File: src/rtl/hex_display_sched.sv
// Round-robin owner of the six HEX digits; decodes the granted value.
// Build option: HEX_LZB_EN enables leading-zero blanking.
module hex_display_sched #(
   parameter int NUM_REQ      = 3,
   parameter int DWELL_CYCLES = 50_000_000
) (
   input  logic                  clk,
   input  logic                  reset,
   input  logic [NUM_REQ-1:0]    req_valid,
   input  logic [24*NUM_REQ-1:0] req_value,
   output logic [NUM_REQ-1:0]    req_ready,
   output logic [1:0]            owner,
   output logic                  busy,
   output logic [47:0]           hex
);

   localparam int CW = $clog2(DWELL_CYCLES + 1);

   localparam logic [0:0] S_IDLE  = 1'b0;
   localparam logic [0:0] S_DWELL = 1'b1;

   localparam logic [CW-1:0] CNT_LOAD = CW'(DWELL_CYCLES - 1);
   localparam logic [1:0]    LAST_RST = 2'(NUM_REQ - 1);

   logic [0:0]         state;
   logic [CW-1:0]      cnt;
   logic [1:0]         last;
   logic [NUM_REQ-1:0] ready_c;
   logic               sel_hit;
   logic [1:0]         sel_idx;
   logic [23:0]        sel_val;
   int                 idx;

   function automatic logic [7:0] glyph(input logic [3:0] n);
      logic [7:0] g;
      case (n)
         4'h0:    g = 8'hC0;
         4'h1:    g = 8'hF9;
         4'h2:    g = 8'hA4;
         4'h3:    g = 8'hB0;
         4'h4:    g = 8'h99;
         4'h5:    g = 8'h92;
         4'h6:    g = 8'h82;
         4'h7:    g = 8'hF8;
         4'h8:    g = 8'h80;
         4'h9:    g = 8'h90;
         4'hA:    g = 8'h88;
         4'hB:    g = 8'h83;
         4'hC:    g = 8'hC6;
         4'hD:    g = 8'hA1;
         4'hE:    g = 8'h86;
         default: g = 8'h8E;
      endcase
      return g;
   endfunction

   function automatic logic [47:0] decode(input logic [23:0] v);
      logic [47:0] r;
`ifdef HEX_LZB_EN
      logic lead;
      lead = 1'b1;
`endif
      r = '0;
      for (int k = 5; k >= 0; k--) begin
`ifdef HEX_LZB_EN
         // HEX0 is never blanked so a zero value still reads "0"
         if (lead && k != 0 && v[4*k +: 4] == 4'h0) begin
            r[8*k +: 8] = 8'hFF;
         end else begin
            lead        = 1'b0;
            r[8*k +: 8] = glyph(v[4*k +: 4]);
         end
`else
         r[8*k +: 8] = glyph(v[4*k +: 4]);
`endif
      end
      return r;
   endfunction

   // Select who may hand off: rotating search in IDLE, owner only in DWELL
   always_comb begin
      ready_c = '0;
      sel_hit = 1'b0;
      sel_idx = '0;
      sel_val = '0;
      idx     = 0;
      if (state == S_IDLE) begin
         for (int k = 0; k < NUM_REQ; k++) begin
            idx = (int'(last) + 1 + k) % NUM_REQ;
            for (int i = 0; i < NUM_REQ; i++) begin
               if (!sel_hit && i == idx && req_valid[i]) begin
                  sel_hit    = 1'b1;
                  sel_idx    = 2'(i);
                  sel_val    = req_value[24*i +: 24];
                  ready_c[i] = 1'b1;
               end
            end
         end
      end else begin
         for (int i = 0; i < NUM_REQ; i++) begin
            if (2'(i) == owner) begin
               ready_c[i] = req_valid[i];
               sel_hit    = req_valid[i];
               sel_idx    = owner;
               sel_val    = req_value[24*i +: 24];
            end
         end
      end
   end

   assign req_ready = ready_c;
   assign busy      = (state == S_DWELL);

   // Grant/dwell sequencing and the registered segment outputs
   always_ff @(posedge clk) begin
      if (reset) begin
         state <= S_IDLE;
         cnt   <= '0;
         last  <= LAST_RST;
         owner <= 2'd0;
         hex   <= {48{1'b1}};
      end else begin
         case (state)
            S_IDLE: begin
               if (sel_hit) begin
                  hex   <= decode(sel_val);
                  owner <= sel_idx;
                  last  <= sel_idx;
                  cnt   <= CNT_LOAD;
                  state <= S_DWELL;
               end
            end
            default: begin
               // owner refreshes update the digits but never extend the dwell
               if (sel_hit) begin
                  hex <= decode(sel_val);
               end
               if (cnt == '0) begin
                  state <= S_IDLE;
               end else begin
                  cnt <= cnt - 1'b1;
               end
            end
         endcase
      end
   end

endmodule

File: config.mk
export PLATFORM = sky130hd
export DESIGN_NAME = hex_display_sched
export DESIGN_NICKNAME = d
export VERILOG_FILES = /design/src/rtl/hex_display_sched.sv
export SDC_FILE = /design/constraint.sdc
export NUM_CORES = 1
export LEC_CHECK = 0
export CELL_PAD_IN_SITES_DETAIL_PLACEMENT = 1
export CELL_PAD_IN_SITES_GLOBAL_PLACEMENT = 2
export CORE_ASPECT_RATIO = 1.1
export CORE_UTILIZATION = 28
export CTS_CLUSTER_DIAMETER = 50
export DETAILED_ROUTE_END_ITERATION = 6
export PLACE_DENSITY_LB_ADDON = 0.1
export SLEW_MARGIN = 10
export SYNTH_ARGS = -nofsm -noshare
export SYNTH_HDL_FRONTEND = slang
export SYNTH_SLANG_ARGS = --single-unit
export TNS_END_PERCENT = 30
File: constraint.sdc
create_clock -name clk -period 4.19 [get_ports clk]
set_input_delay 0.838 -clock clk [delete_from_list [all_inputs] [get_ports clk]]
set_output_delay 0.838 -clock clk [all_outputs]
set_load 0.02 [all_outputs]
==> impl_metrics.yaml, run 1 <==
global_routing:
  antenna_found_initial: 0
  grt_max_degree: 39
  track_usage_pct: 22.9
  grt_overflow_total: 0
  grt_pass1_wl_mm: 45.6
  grt_pass1_vias: 7566
timing:
  finalCritPeriodShare_pct: 94.3
  rsz0062_at_grt: "no"
  period_needed_ns: 3.95
  setup_tns_ns: 0
  slew_headroom_pct: 45.5
  tightestPinTransition_ns: 0.818
  maxSlewViolCount: 0
  fmax_mhz: 253
  hold_viol_final: 0
  fin_skew_ns: 0.0129
  setup_viol: 0
power:
  powerDensity_nw_per_um2: 959
  vdd_drop_max_v: 0.000294
  leakagePower_nw: 3.58
clock_network:
  post_cts_buffers: 0
  clkLatencyLatePin_ns: 0.35
  holdBufCountCts: 0
  clk_pin_slew_ns: 0.07
  cts_tree: "built"
  clock_sinks: 72
  htree_levels: 3
  cts-resized-gates: 0
  root_buffer: "clkbuf_16"
  cts_buffer_depth: 2
  cts_buffers: 9
setup_path:
  cp-end-kind: "primary output"
  cp-start-kind: "flip-flop"
  r2r_cells: 14
  cp.arrival_ns: 3.11
  worstSetupPathType: "reg -> out"
  worstPathRequired_ns: 3.35
  cp-startpoint: "owner[0]$_SDFFE_PP0P_"
  reg2reg_from: "owner[0]$_SDFFE_PP0P_"
  setup.worst_path.end: "req_ready[2]"
  regToRegSetupSlack_ns: 0.50
  timing.rr.end: "hex[27]$_SDFFE_PP1P_"
  path_max_fanout: 10
synth:
  syn_inst: 895
  ys_top_cells_by_count: "76 x a21oi_1, 72 x dfxtp_1, 65 x nand2_1, 65 x nor2_1"
  ys_warn_count: 0
  ys_types: 104
  synth_area_leaders: "dfxtp_1 20%, ha_1 7.1%, a21oi_1 5.4%"
  synth-seq-area-share_pct: 20.3
  yosysTopAreaCell: "dfxtp_1"
  ys.flop_type: "dfxtp_1"
  ys_ff_latch: 72
  synth_most_common_cell: "a21oi_1"
  synth_area_um2: 7090
  synth-edff-count: 0
  synth_top_area_share_pct: 20.3
  async_flop_share_pct: 0
  syn_avg_cell_area_um2: 7.92
floorplanning:
  ios: 131
  die_area_um2: 25900
  rows: 60
  die_w_um: 154
  core_um2: 24600
  die_h_um: 169
  start_util_pct: 28.8
drt:
  viasPerCell: 5.58
  vias: 7538
  drc_errors: 0
  dr.pass1.iters: 5
  drt_wl_total_mm: 29.7
  drtIter0Drc: 409
  wl_per_cell_um: 22.0
  ant_nets: 0
cells_and_area:
  nFillCells: 2959
  final_area_um2: 9290
  nets: 1153
  syn2layout_area_growth_pct: 31.1
  drive_gt1_share_pct: 14.5
  antennaDiodeCount: 0
placement:
  place_congestion: 0.908
  placed_cell_area_um2: 8940
  port_buffers: 124
  post-dp-hpwl_mm: 22.8
status:
  outcome: "complete, no violations"
flow_run:
  maxCapViolCount: 0
hold_path:
  hp-class: "reg -> reg"
[where the power goes]
group | internal (mW) | switching, mW | total, mW | leakage [nW]
clock | 0.586 | 0.332 | 0.918 | 0.163
sequential | 0.990 | 0.246 | 1.24 | 0.601
combinational | 2.83 | 3.92 | 6.75 | 2.82
[state kept, by name, indices dropped and copies added (netlist names)]
signal / cells
hex: 42
busy: 1
cnt: 26
owner: 2
last: 1
[through the flow]
| step | util (%) | instances | setup WS [ns] | hold WS [ns] | power, mW |
|---|---|---|---|---|---|
| after floorplan | - | 900 | 0.243 | 0.454 | 5.66 |
| after global placement | 36.3 | 1335 | 0.131 | 0.451 | 8.01 |
| after detailed placement | 36.3 | 1335 | 0.0910 | 0.457 | 8.01 |
| after CTS | 37.7 | 1351 | 0.194 | 0.474 | 8.99 |
| after global routing | 37.7 | 1351 | 0.126 | 0.501 | 9.64 |
| final | 37.7 | 1351 | 0.240 | 0.468 | 8.91 |
[worst min-delay path by stage]
stage,depth (start not counted),startpoint,to
after CTS,1,hex[12]$_SDFFE_PP1P_,hex[12]$_SDFFE_PP1P_
after floorplan,2,cnt[7]$_SDFFE_PP0P_,cnt[7]$_SDFFE_PP0P_
after global placement,1,hex[12]$_SDFFE_PP1P_,hex[12]$_SDFFE_PP1P_
after global routing,1,hex[38]$_SDFFE_PP1P_,hex[38]$_SDFFE_PP1P_
final,1,hex[12]$_SDFFE_PP1P_,hex[12]$_SDFFE_PP1P_
after detailed placement,1,hex[12]$_SDFFE_PP1P_,hex[12]$_SDFFE_PP1P_
[cell type report]
| class | count | area (um2) | area share (%) |
|---|---|---|---|
| tap | 310 | 388 | 4.18 |
| multi-input combinational | 707 | 5090 | 54.8 |
| clock inverter | 6 | 115 | 1.24 |
| clock buffer | 10 | 229 | 2.47 |
| inverter | 42 | 158 | 1.70 |
| sequential | 72 | 1440 | 15.5 |
| timing repair buffer | 204 | 1870 | 20.1 |
[cells by family after synthesis]
family                   Yosys count  share of synthesized area, %
buffers and inverters            121                          8.42
other                              1                        0.0529
multiplexers                      53                          7.96
flip-flops                        72                          20.3
AND/OR/NAND/NOR                  273                          20.4
AO/OA/AOI/OAI                    310                          32.7
XOR/XNOR                          25                          3.09
adder cells (fa/ha/maj)           40                          7.06
[worst max-delay path, cell delays in order, from the launching register on]
cell	delay, ns
dfxtp_2	0.36
inv_1	0.12
ha_1	0.47
buf_4	0.25
or2_1	0.31
a31o_2	0.30
and2_1	0.19
a41o_1	0.21
clkdlybuf4s50_1	0.55
[routing by layer]
layer	routed length (um)	part of all wire, %	track usage, %
met4	663	2.2	6.65
met2	13700	46	38.1
met1	14300	48	30.8
met3	1050	3.5	2.82
met5	0	0	0
[layout by cell type, fill, tap and decap left out, drive strengths merged, types with 6 or more instances in the layout]
cell type,n
nor2,66
ha,40
or3,9
o32ai,6
mux2i,35
nor2b,14
o22a,8
a221o,8
a21oi,77
nand3b,9
nand2b,8
inv,42
nor3,24
a221oi,18
nor4,10
nand4,10
a211oi,6
dfxtp,72
a41oi,6
o31ai,10
o211ai,6
clkbuf,10
mux2,17
a31oi,17
a22oi,15
nand2,67
clkdlybuf4s50,124
xnor2,14
o21ai,47
or2,6
xor2,11
o32a,8
buf,80
o22ai,10
o21a,7
conb,6
nand3,17
Note: power is estimated with default switching activity, not from simulation.
==> run 2, diff against run 1 <==
ABC_CLOCK_PERIOD_IN_PS = 4190   (was unset)
==> results of run 2 <==
No change in the layout: final DEF, timing and power equal those of run 1.
==> run 3, diff against run 2 <==
SLEW_MARGIN = 0   (was 10)
==> results of run 3 <==
No change in the layout: final DEF, timing and power equal those of run 1.
